## config.mk

```make
export PLATFORM = sky130hd
export DESIGN_NAME = demorgan_sweep
export DESIGN_NICKNAME = d
export VERILOG_FILES = /design/src/rtl/demorgan_sweep.sv
export SDC_FILE = /design/constraint.sdc
export NUM_CORES = 1
export LEC_CHECK = 0
export ABC_AREA = 1
export CORE_UTILIZATION = 32
export DETAILED_ROUTE_END_ITERATION = 10
export PLACE_DENSITY_LB_ADDON = 0.08
export SLEW_MARGIN = 20
export SYNTH_ARGS = -nofsm -noshare
export SYNTH_HDL_FRONTEND = slang
export SYNTH_SLANG_ARGS = --single-unit
```

## constraint.sdc

```tcl
create_clock -name clk -period 4.58 [get_ports clk]
set_input_delay 0.916 -clock clk [delete_from_list [all_inputs] [get_ports clk]]
set_output_delay 0.916 -clock clk [all_outputs]
set_load 0.01 [all_outputs]
```

## src/rtl/demorgan_sweep.sv

```systemverilog
// -----------------------------------------------------------------------------
// demorgan_sweep
//
// Clocked stimulus-and-check stage for a two-input De Morgan gate block.
// A start pulse walks {A,B} through 00, 01, 10, 11. Each vector is held for
// SETTLE_CYCLES cycles, and then the eight returned gate outputs are compared
// for one cycle against their truth-table values. The stage reports which
// vectors failed and how many output bits mismatched in total. The total
// saturates at 2^ERR_W-1.
//
// Parameters
//   SETTLE_CYCLES : cycles a vector is held before it is checked (1..15)
//   ERR_W         : width of the saturating mismatch-bit counter
//
// Ports
//   clk        in   system clock, rising edge
//   rst_n      in   synchronous active-low reset, priority over everything
//   start      in   one-cycle sweep request (ignored while busy)
//   A, B       out  registered stimulus to the gate block
//   nA .. nAB  in   the eight gate-block outputs under test
//   busy       out  sweep in progress (SETTLE or CHECK)
//   done       out  sweep finished, results held (level)
//   pass       out  valid with done; 1 = no mismatching bit anywhere
//   fail_vec   out  bit k set if vector {A,B}=k had any mismatch
//   err_count  out  saturating total of mismatching output bits
//   vec_idx    out  index of the vector currently applied
// -----------------------------------------------------------------------------
module demorgan_sweep #(
  parameter int SETTLE_CYCLES = 1,
  parameter int ERR_W         = 6
) (
  input  logic             clk,
  input  logic             rst_n,
  input  logic             start,
  output logic             A,
  output logic             B,
  input  logic             nA,
  input  logic             nB,
  input  logic             AB,
  input  logic             AorB,
  input  logic             nAandnB,
  input  logic             nAorB,
  input  logic             nAornB,
  input  logic             nAB,
  output logic             busy,
  output logic             done,
  output logic             pass,
  output logic [3:0]       fail_vec,
  output logic [ERR_W-1:0] err_count,
  output logic [1:0]       vec_idx
);

  typedef enum logic [1:0] {
    S_IDLE   = 2'd0,
    S_SETTLE = 2'd1,
    S_CHECK  = 2'd2,
    S_DONE   = 2'd3
  } state_t;

  // The settle counter counts down to zero. Loading SETTLE_CYCLES-1 therefore
  // gives exactly SETTLE_CYCLES cycles in SETTLE.
  localparam logic [3:0] CNT_LOAD = 4'(SETTLE_CYCLES - 1);

  // The sum is widened so that adding up to 8 to a saturated count cannot wrap.
  localparam int              SUM_W   = ERR_W + 4;
  localparam logic [SUM_W-1:0] ERR_MAX = SUM_W'({ERR_W{1'b1}});

  state_t             state_q;
  logic [3:0]         cnt_q;
  logic               a_q;
  logic               b_q;
  logic               busy_q;
  logic               done_q;
  logic               pass_q;
  logic [3:0]         fail_vec_q;
  logic [ERR_W-1:0]   err_count_q;
  logic [1:0]         vec_idx_q;

  // Combinational compare results for the vector currently applied.
  logic [7:0]         expect_d;
  logic [7:0]         sample_d;
  logic [7:0]         mismatch_d;
  logic [3:0]         mm_cnt_d;
  logic               mm_any_d;
  logic [SUM_W-1:0]   err_sum_d;
  logic [ERR_W-1:0]   err_count_d;

  // The bit order is the same in expect_d and sample_d:
  // {nA, nB, AB, AorB, nAandnB, nAorB, nAornB, nAB}
  assign expect_d = {
    ~a_q,
    ~b_q,
    a_q & b_q,
    a_q | b_q,
    ~a_q & ~b_q,
    ~(a_q | b_q),
    ~a_q | ~b_q,
    ~(a_q & b_q)
  };

  assign sample_d = {nA, nB, AB, AorB, nAandnB, nAorB, nAornB, nAB};

  // Each bit is compared with an if/else instead of XOR. If a sampled bit is
  // X or Z, the equality is not true, so the else branch flags a mismatch.
  // An X value does not propagate into the count.
  generate
    for (genvar gi = 0; gi < 8; gi++) begin : g_bitcmp
      logic bit_mm;
      always_comb begin
        if (sample_d[gi] == expect_d[gi]) begin
          bit_mm = 1'b0;
        end else begin
          bit_mm = 1'b1;
        end
      end
      assign mismatch_d[gi] = bit_mm;
    end
  endgenerate

  always_comb begin
    mm_cnt_d = 4'd0;
    for (int i = 0; i < 8; i++) begin
      mm_cnt_d = mm_cnt_d + 4'(mismatch_d[i]);
    end
  end

  assign mm_any_d  = |mismatch_d;
  assign err_sum_d = SUM_W'(err_count_q) + SUM_W'(mm_cnt_d);

  always_comb begin
    if (err_sum_d > ERR_MAX) begin
      err_count_d = {ERR_W{1'b1}};
    end else begin
      err_count_d = err_sum_d[ERR_W-1:0];
    end
  end

  // Sweep controller. All outputs are registered here, so A and B change
  // only on edges that enter SETTLE.
  always_ff @(posedge clk) begin
    if (!rst_n) begin
      state_q     <= S_IDLE;
      cnt_q       <= 4'd0;
      a_q         <= 1'b0;
      b_q         <= 1'b0;
      busy_q      <= 1'b0;
      done_q      <= 1'b0;
      pass_q      <= 1'b0;
      fail_vec_q  <= 4'd0;
      err_count_q <= '0;
      vec_idx_q   <= 2'd0;
    end else begin
      case (state_q)
        // A new sweep can be launched from IDLE or DONE. The previous
        // results are cleared on the same edge that launches it.
        S_IDLE, S_DONE: begin
          if (start) begin
            state_q     <= S_SETTLE;
            cnt_q       <= CNT_LOAD;
            a_q         <= 1'b0;
            b_q         <= 1'b0;
            busy_q      <= 1'b1;
            done_q      <= 1'b0;
            pass_q      <= 1'b0;
            fail_vec_q  <= 4'd0;
            err_count_q <= '0;
            vec_idx_q   <= 2'd0;
          end
        end

        S_SETTLE: begin
          if (cnt_q == 4'd0) begin
            state_q <= S_CHECK;
          end else begin
            cnt_q <= cnt_q - 4'd1;
          end
        end

        S_CHECK: begin
          err_count_q           <= err_count_d;
          fail_vec_q[vec_idx_q] <= mm_any_d;
          if (vec_idx_q != 2'd3) begin
            // Apply the next vector. A is the MSB of the vector index.
            vec_idx_q  <= vec_idx_q + 2'd1;
            {a_q, b_q} <= vec_idx_q + 2'd1;
            cnt_q      <= CNT_LOAD;
            state_q    <= S_SETTLE;
          end else begin
            // fail_vec_q[3] is still clear from the launch. The current
            // mismatch is checked directly so that pass reflects all four
            // vectors.
            state_q <= S_DONE;
            busy_q  <= 1'b0;
            done_q  <= 1'b1;
            pass_q  <= (fail_vec_q == 4'd0) && !mm_any_d;
          end
        end

        default: begin
          state_q <= S_IDLE;
        end
      endcase
    end
  end

  assign A         = a_q;
  assign B         = b_q;
  assign busy      = busy_q;
  assign done      = done_q;
  assign pass      = pass_q;
  assign fail_vec  = fail_vec_q;
  assign err_count = err_count_q;
  assign vec_idx   = vec_idx_q;

endmodule

```

==> flow_summary_export.csv, run 1 <==
group,metric,value,unit
outcome,outcome,"complete, but fails checks",
outcome,violations,"design-rule violations",
synthesis,syn_avg_cell_area,7.202,um^2
flow_run,drv_cap,0,
sta,final.setup.worst_slack,0.2407,ns
worst_hold_path,min_path_type,"reg -> reg",
setup_path,start_kind,"input pin",
route,via_per_inst,4.457,
global_route,first_global_vias,1211,
floorplan,die_h,70.59,um
pwr,seq_power_share,29.2,%
clocking,cts.htree.levels,1,
sta,final-hold-violation-count,0,
floorplan,core_area,4444,um^2
finish,post-route-util,42.68,%
sta,clock_skew,0.006932,ns
clocking,cts_buffer_depth,2,
pwr,internal_power,468.4,uW
global_route,grt_pass1_wl,5.416,mm
global_route,antenna_found_initial,0,
finish,multi_input_area,897.1,um^2
clocking,cts_resized,0,
synthesis,synth_nets,240,
pwr,power.leakage,0.8978,nW
pwr,pwr-share-comb,55.6,%
synthesis,synth-seq-area-share,27.93,%
finish,final_area,1897,um^2
floorplan,fp.dieArea,4982,um^2
sta,fmax,0.2305,GHz
placement,pre_cts_ws,-0.04059,ns
placement,port_buffers,27,
clocking,clockRootBuffer,"clkbuf_8",
setup_path,critPathMaxStageDelay,0.55,ns
finish,nets,273,
finish,area_growth_syn_to_layout,26.02,%
sta,rsz0062_at_grt,"false",
setup_path,critPathKind,"in -> reg",
floorplan,io_pins,28,
pwr,power.total,809.9,uW
pwr,peakVddDrop,137.3,uV
floorplan,die_w,70.59,um
clocking,clk_pin_slew,0.08,ns
global_route,grt_use_total,13.78,%
finish,nFillCells,480,
route,initialDrtViolationCount,32,
setup_path,path_buf_inv,4,
route,dr_total_vias,1306,
route,drt-pass1-iter-count,7,
route,postRouteAntennaNets,0,
clocking,insertion_delay,0.26,ns
setup_path,crit_top_cell,"fa_1",
sta,slew_viol_final,0,
synthesis,syn_area,1505,um^2
global_route,overflow,0,
finish,regArea,420.4,um^2
global_route,grt_max_degree,13,
sta,tns,0,ns
sta,slew_headroom,69.87,%
floorplan,rows,24,
sta,worst_pin_slew,0.4514,ns
setup_path,cp_slowest_cell,"fa_1",
sta,fin_crit_sh,94.74,%
finish,insertedDiodeCount,0,
synthesis,yosysTopAreaCellShare,27.93,%
synthesis,synth_top_area_cell,"dfxtp_1",
synthesis,synth_cell_types,25,
setup_path,end_kind,"register",
setup_path,crit_chain,"clkdlybuf4s50_1 -> xor2_1 -> fa_1 -> fa_1 -> fa_1 -> inv_1 -> fa_1 -> inv_1 -> fa_1 -> inv_1 -> nand4_1 -> nand2_1 -> o21ai_0 -> a21oi_1",
clocking,cts_hold_buffers,0,
pwr,p_switching,341.4,uW
setup_path,critPathMaxFanout,3,
clocking,cts_tree,"built",
placement,place.gp.congestion,0.7888,
route,drcViolationCount,4,
pwr,p_per_area,427.0,nW/um^2
synthesis,yosys-top-cells-area,"dfxtp_1, ha_1, nand2_1",
route,routed_wl,3.104,mm
synthesis,synth_cells,209,
pwr,swShare,42.16,%
sta,period_needed,4.339,ns
sta,setup_viol,0,
synthesis,synth_seq_cells,21,
placement,hpwl,2.548,mm
setup_path,crit_arrival,4.47,ns
route,wl_per_cell,10.59,um
finish,layout-drive-gt1-share,7.884,%
pwr,clkPwrFrac,15.2,%
setup_path,crit_family,"adder cells",
placement,dpl_cell_area,1852,um^2
setup_path,required,4.72,ns
synthesis,ys_warn_count,0,
floorplan,initial_core_util,33.87,%
clocking,cts.sinks,21,
clocking,postCtsSetupRepairBufs,0,
clocking,cts_made_buffers,3,
-- cell type report --
class / count / share of cell area (%)
clock buffers: 4 / 2.375
inverters: 43 / 8.509
multi-input cells: 141 / 47.30
flip-flops and latches: 21 / 22.16
well taps: 52 / 3.430
repair buffers: 32 / 16.23
-- power groups by stage --
stage	logic (mW)	clock network [mW]	registers [mW]
floorplan	0.323	0	0.245
global placement	0.464	0	0.241
detailed placement	0.457	0	0.241
CTS	0.459	0.133	0.237
global route	0.531	0.140	0.241
finish	0.450	0.123	0.236
-- final timing paths --
check,slack [ns],endpoint,depth (start not counted),start
max,0.24,err_count[0]$_SDFFE_PN0P_,14,nAB
min,0.45,busy$_SDFFE_PN0P_,2,busy$_SDFFE_PN0P_
max reg2reg,0.66,err_count[0]$_SDFFE_PN0P_,15,A$_SDFFE_PN0P_
min reg2reg,0.45,busy$_SDFFE_PN0P_,2,busy$_SDFFE_PN0P_
-- logic make-up (layout without fill, tap and decap cells) --
| logic type | Yosys count | in the layout | synth area share, % |
|---|---|---|---|
| flip-flops | 21 | 21 | 27.93 |
| AO/OA/AOI/OAI | 38 | 38 | 13.55 |
| buffers and inverters | 47 | 79 | 12.47 |
| adder cells (fa/ha/maj) | 20 | 20 | 19.12 |
| XOR/XNOR | 9 | 9 | 5.237 |
| AND/OR/NAND/NOR | 74 | 74 | 21.70 |
-- routing by layer --
layer | wire length [um] | global-route usage (%) | part of all wire [%] | vias to the layer above
li1 | - | - | - | 725
met1 | 1663 | 19.20 | 54 | 564
met2 | 1346 | 21.79 | 43 | 15
met3 | 67 | 2.279 | 2.2 | 2
met4 | 26 | 4.667 | 0.84 | 0
met5 | 0 | 0 | 0 | -
-- cell usage after synthesis, drive strengths merged --
master / n
dfxtp: 21
o21ai: 17
nor4: 1
inv: 43
nor2: 9
fa: 5
nor3b: 1
a21oi: 18
a211oi: 2
ha: 15
buf: 3
xnor2: 4
xor2: 5
nand3: 10
nand3b: 1
clkbuf: 1
nand4: 3
nor3: 1
nand2: 48
a31oi: 1
-- through the flow --
step | instances | hold WS [ns]
5_1_grt | 293 | 0.4867
3_5_place_dp | 289 | 0.4454
6_report | 293 | 0.4532
2_1_floorplan | 209 | 0.4560
3_3_place_gp | 289 | 0.4495
4_1_cts | 293 | 0.4602
-- registers in the layout, indices dropped and copies added, names as in the netlist --
| register | flops |
|---|---|
| A | 1 |
| B | 1 |
| busy | 1 |
| cnt_q | 4 |
| done | 1 |
| err_count | 6 |
| fail_vec | 4 |
| pass | 1 |
| state_q | 2 |
-- cells in the final DEF, fill, tap and decap left out, types with 7 or more instances in the layout --
cell and count:
nand2_1 45, ha_1 15, inv_1 40, o21ai_0 10, dfxtp_1 21, clkdlybuf4s50_1 27
nand3_1 10, nor2_1 7, a21oi_1 18
-- worst register-to-register path: stages (launching register included) --
cell	delay [ns]
dfxtp_1	0.31
buf_4	0.15
ha_1	0.22
xor2_1	0.27
fa_1	0.49
fa_1	0.52
fa_1	0.55
inv_1	0.06
fa_1	0.45
inv_1	0.08
fa_1	0.19
inv_1	0.06
nand4_1	0.11
nand2_1	0.09
o21ai_0	0.16
a21oi_1	0.08
(Power assumes the default switching activity.)
==> inputs of run 2 (changes only) <==
- PLACE_DENSITY: not set -> 0.55
- PLACE_DENSITY_LB_ADDON: 0.08 -> not set
- TNS_END_PERCENT: not set -> 20
- clock period: 4.58 -> 3.95 ns (I/O delays scaled with it)
==> run 2 against run 1 <==
  * Count of clock-buffer cells in the layout down 1
  * Via count up 2.8%
  * The flow still finishes with violations (design-rule violations)
  * Non-clock buffer count up 4
  * Design area up 2.9%
  * Register-to-register slack worse by 0.39 ns
  * First-iteration DRC count up 53%
  * Clock skew down 0.0048 ns
  * Critical path type unchanged
  * Clock power up 15%
==> flow_summary_export.csv, run 2 (same netlist as run 1, synthesis figures left out) <==
group,metric,value,unit
outcome,outcome,"complete, but fails checks",
outcome,violations,"design-rule violations",
route,routed_wl,3.139,mm
worst_hold_path,hold_depth,2,
sta,fmax,0.2657,GHz
setup_path,crit_chain,"dlygate4sd2_1 -> xor2_2 -> fa_1 -> fa_1 -> fa_1 -> inv_2 -> fa_2 -> inv_1 -> fa_2 -> inv_1 -> nand3_1 -> nand2_1 -> nand2_1 -> nand3_1 -> nand3_1 -> a21oi_1",
finish,layout_common_cells,"nand2_1, inv_1, clkdlybuf4s50_1, dfxtp_1, a21oi_1",
route,drt-pass1-iter-count,9,
floorplan,die_h,70.59,um
worst_hold_path,min_path_type,"reg -> reg",
setup_path,worst-path-stages,16,
sta,slew_viol_final,0,
setup_path,crit_arrival,3.90,ns
finish,nFillCells,474,
finish,multi_input_area,920.9,um^2
global_route,grt_pass1_wl,5.478,mm
pwr,power.leakage,0.9261,nW
sta,tns,0,ns
global_route,antenna_found_initial,0,
route,initialDrtViolationCount,49,
finish,nets,277,
route,drcViolationCount,5,
finish,largest_reg_flops,6,
placement,hpwl,2.556,mm
sta,rsz0062_at_grt,"false",
setup_path,critPathMaxStageDelay,0.53,ns
floorplan,die_w,70.59,um
clocking,cts_tree,"built",
clocking,cts_made_buffers,3,
clocking,cts_buffer_depth,2,
global_route,grt_max_degree,13,
clocking,cts.sinks,21,
finish,layout_commonest_cell,"nand2_1",
flow_run,drv_cap,0,
setup_path,end_kind,"register",
floorplan,rows,24,
clocking,cts_hold_buffers,0,
sta,fin_crit_sh,95.28,%
setup_path,critPathMaxFanout,2,
setup_path,crit_family,"adder cells",
floorplan,core_area,4444,um^2
route,wl_per_cell,10.57,um
sta,setup_viol,0,
finish,insertedDiodeCount,0,
sta,period_needed,3.764,ns
sta,worst_pin_slew,0.4273,ns
global_route,busiest_layer,"met1",
route,postRouteAntennaNets,0,
global_route,first_global_vias,1193,
global_route,grt_util_met3,1.709,%
setup_path,cp_slowest_cell,"fa_1",
setup_path,path_buf_inv,4,
setup_path,r2r_cells,17,
clocking,clockRootBuffer,"clkbuf_8",
pwr,p_per_area,491.5,nW/um^2
placement,port_buffers,27,
setup_path,required,4.08,ns
clocking,clk_pin_slew,0.08,ns
finish,regArea,422.9,um^2
sta,slew_headroom,71.51,%
clocking,cts.htree.levels,1,
sta,final-hold-violation-count,0,
clocking,insertion_delay,0.26,ns
global_route,met2_usage,19.96,%
global_route,overflow,0,
pwr,power.total,959.3,uW
floorplan,io_pins,28,
route,dr_total_vias,1343,
global_route,grt_use_total,13.89,%
route,via_per_inst,4.522,
clocking,postCtsSetupRepairBufs,0,
global_route,use_met1,20.59,%
floorplan,fp.dieArea,4982,um^2
placement,place.gp.congestion,0.7393,
setup_path,critPathKind,"in -> reg",
floorplan,initial_core_util,33.87,%
pwr,peakVddDrop,182.4,uV
finish,area_growth_syn_to_layout,29.68,%
finish,post-route-util,43.92,%
setup_path,start_kind,"input pin",
sta,clock_skew,0.002180,ns
finish,layout-drive-gt1-share,13.06,%
[run 2: cell types whose count changed in the layout (fill, tap and decap cells not counted), sizes merged]
cell / previous run / this run
buf: 5 / 9
clkbuf: 4 / 3
clkdlybuf4s50: 27 / 25
clkinv: 0 / 1
dlygate4sd2: 0 / 2
[run 2: area by class of cell]
cell class              instances  area share (%)
well taps                      52           3.333
inverters                      43           8.269
clock buffers                   3           2.115
multi-input cells             141           47.18
clock inverters                 1          0.2564
flip-flops and latches         21           21.67
repair buffers                 36           17.18
[run 2: metrics by stage]
stage / setup WS, ns / cell area [um^2] / hold slack, ns / std cells
2_1_floorplan: 0.07795 / 1505 / 0.4560 / 209
3_3_place_gp: -0.4723 / 1882 / 0.4449 / 293
3_5_place_dp: -0.4942 / 1882 / 0.4494 / 293
4_1_cts: 0.1435 / 1947 / 0.4637 / 297
5_1_grt: 0.01845 / 1952 / 0.4756 / 297
6_report: 0.1863 / 1952 / 0.4568 / 297
[run 2: per-layer routing]
| layer | share of wire [%] | up-vias |
|---|---|---|
| met4 | 2.0 | 0 |
| li1 | - | 728 |
| met1 | 53 | 591 |
| met5 | 0 | - |
| met3 | 2.5 | 4 |
| met2 | 43 | 20 |
[run 2: worst paths after layout]
check	to	start	slack, ns
worst max register to register	err_count[5]$_SDFFE_PN0P_	A$_SDFFE_PN0P_	0.27
worst min-delay path	busy$_SDFFE_PN0P_	busy$_SDFFE_PN0P_	0.46
worst min register to register	busy$_SDFFE_PN0P_	busy$_SDFFE_PN0P_	0.46
worst max-delay path	err_count[5]$_SDFFE_PN0P_	nAB	0.19
[run 2: timing repair]
| action | in CTS | in global routing |
|---|---|---|
| endpoints found under the setup margin | 6 | 3 |
| gates resized for setup | 10 | 3 |
| pin swaps | 3 | 3 |
[run 2: power by group]
part           leakage, nW  internal, mW  switching [mW]
Sequential           0.172         0.253          0.0239
Combinational        0.729         0.230           0.311
Clock               0.0255        0.0703          0.0715
Total                0.926         0.553           0.406
[run 2: worst register-to-register path, stage by stage (launching register included)]
cell,delay (ns)
dfxtp_2,0.36
inv_1,0.06
ha_1,0.25
xnor2_2,0.21
fa_1,0.48
fa_1,0.51
fa_1,0.53
inv_2,0.04
fa_2,0.38
inv_1,0.08
fa_2,0.19
inv_1,0.05
nand3_1,0.06
nand2_1,0.07
nand2_1,0.08
nand3_1,0.08
nand3_1,0.07
a21oi_1,0.06
==> inputs of run 3 (changes only) <==
- ABC_CLOCK_PERIOD_IN_PS: not set -> 3950
- CAP_MARGIN: not set -> 20
==> results of run 3 <==
The final DEF is identical to that of run 2; final timing and power are the same.
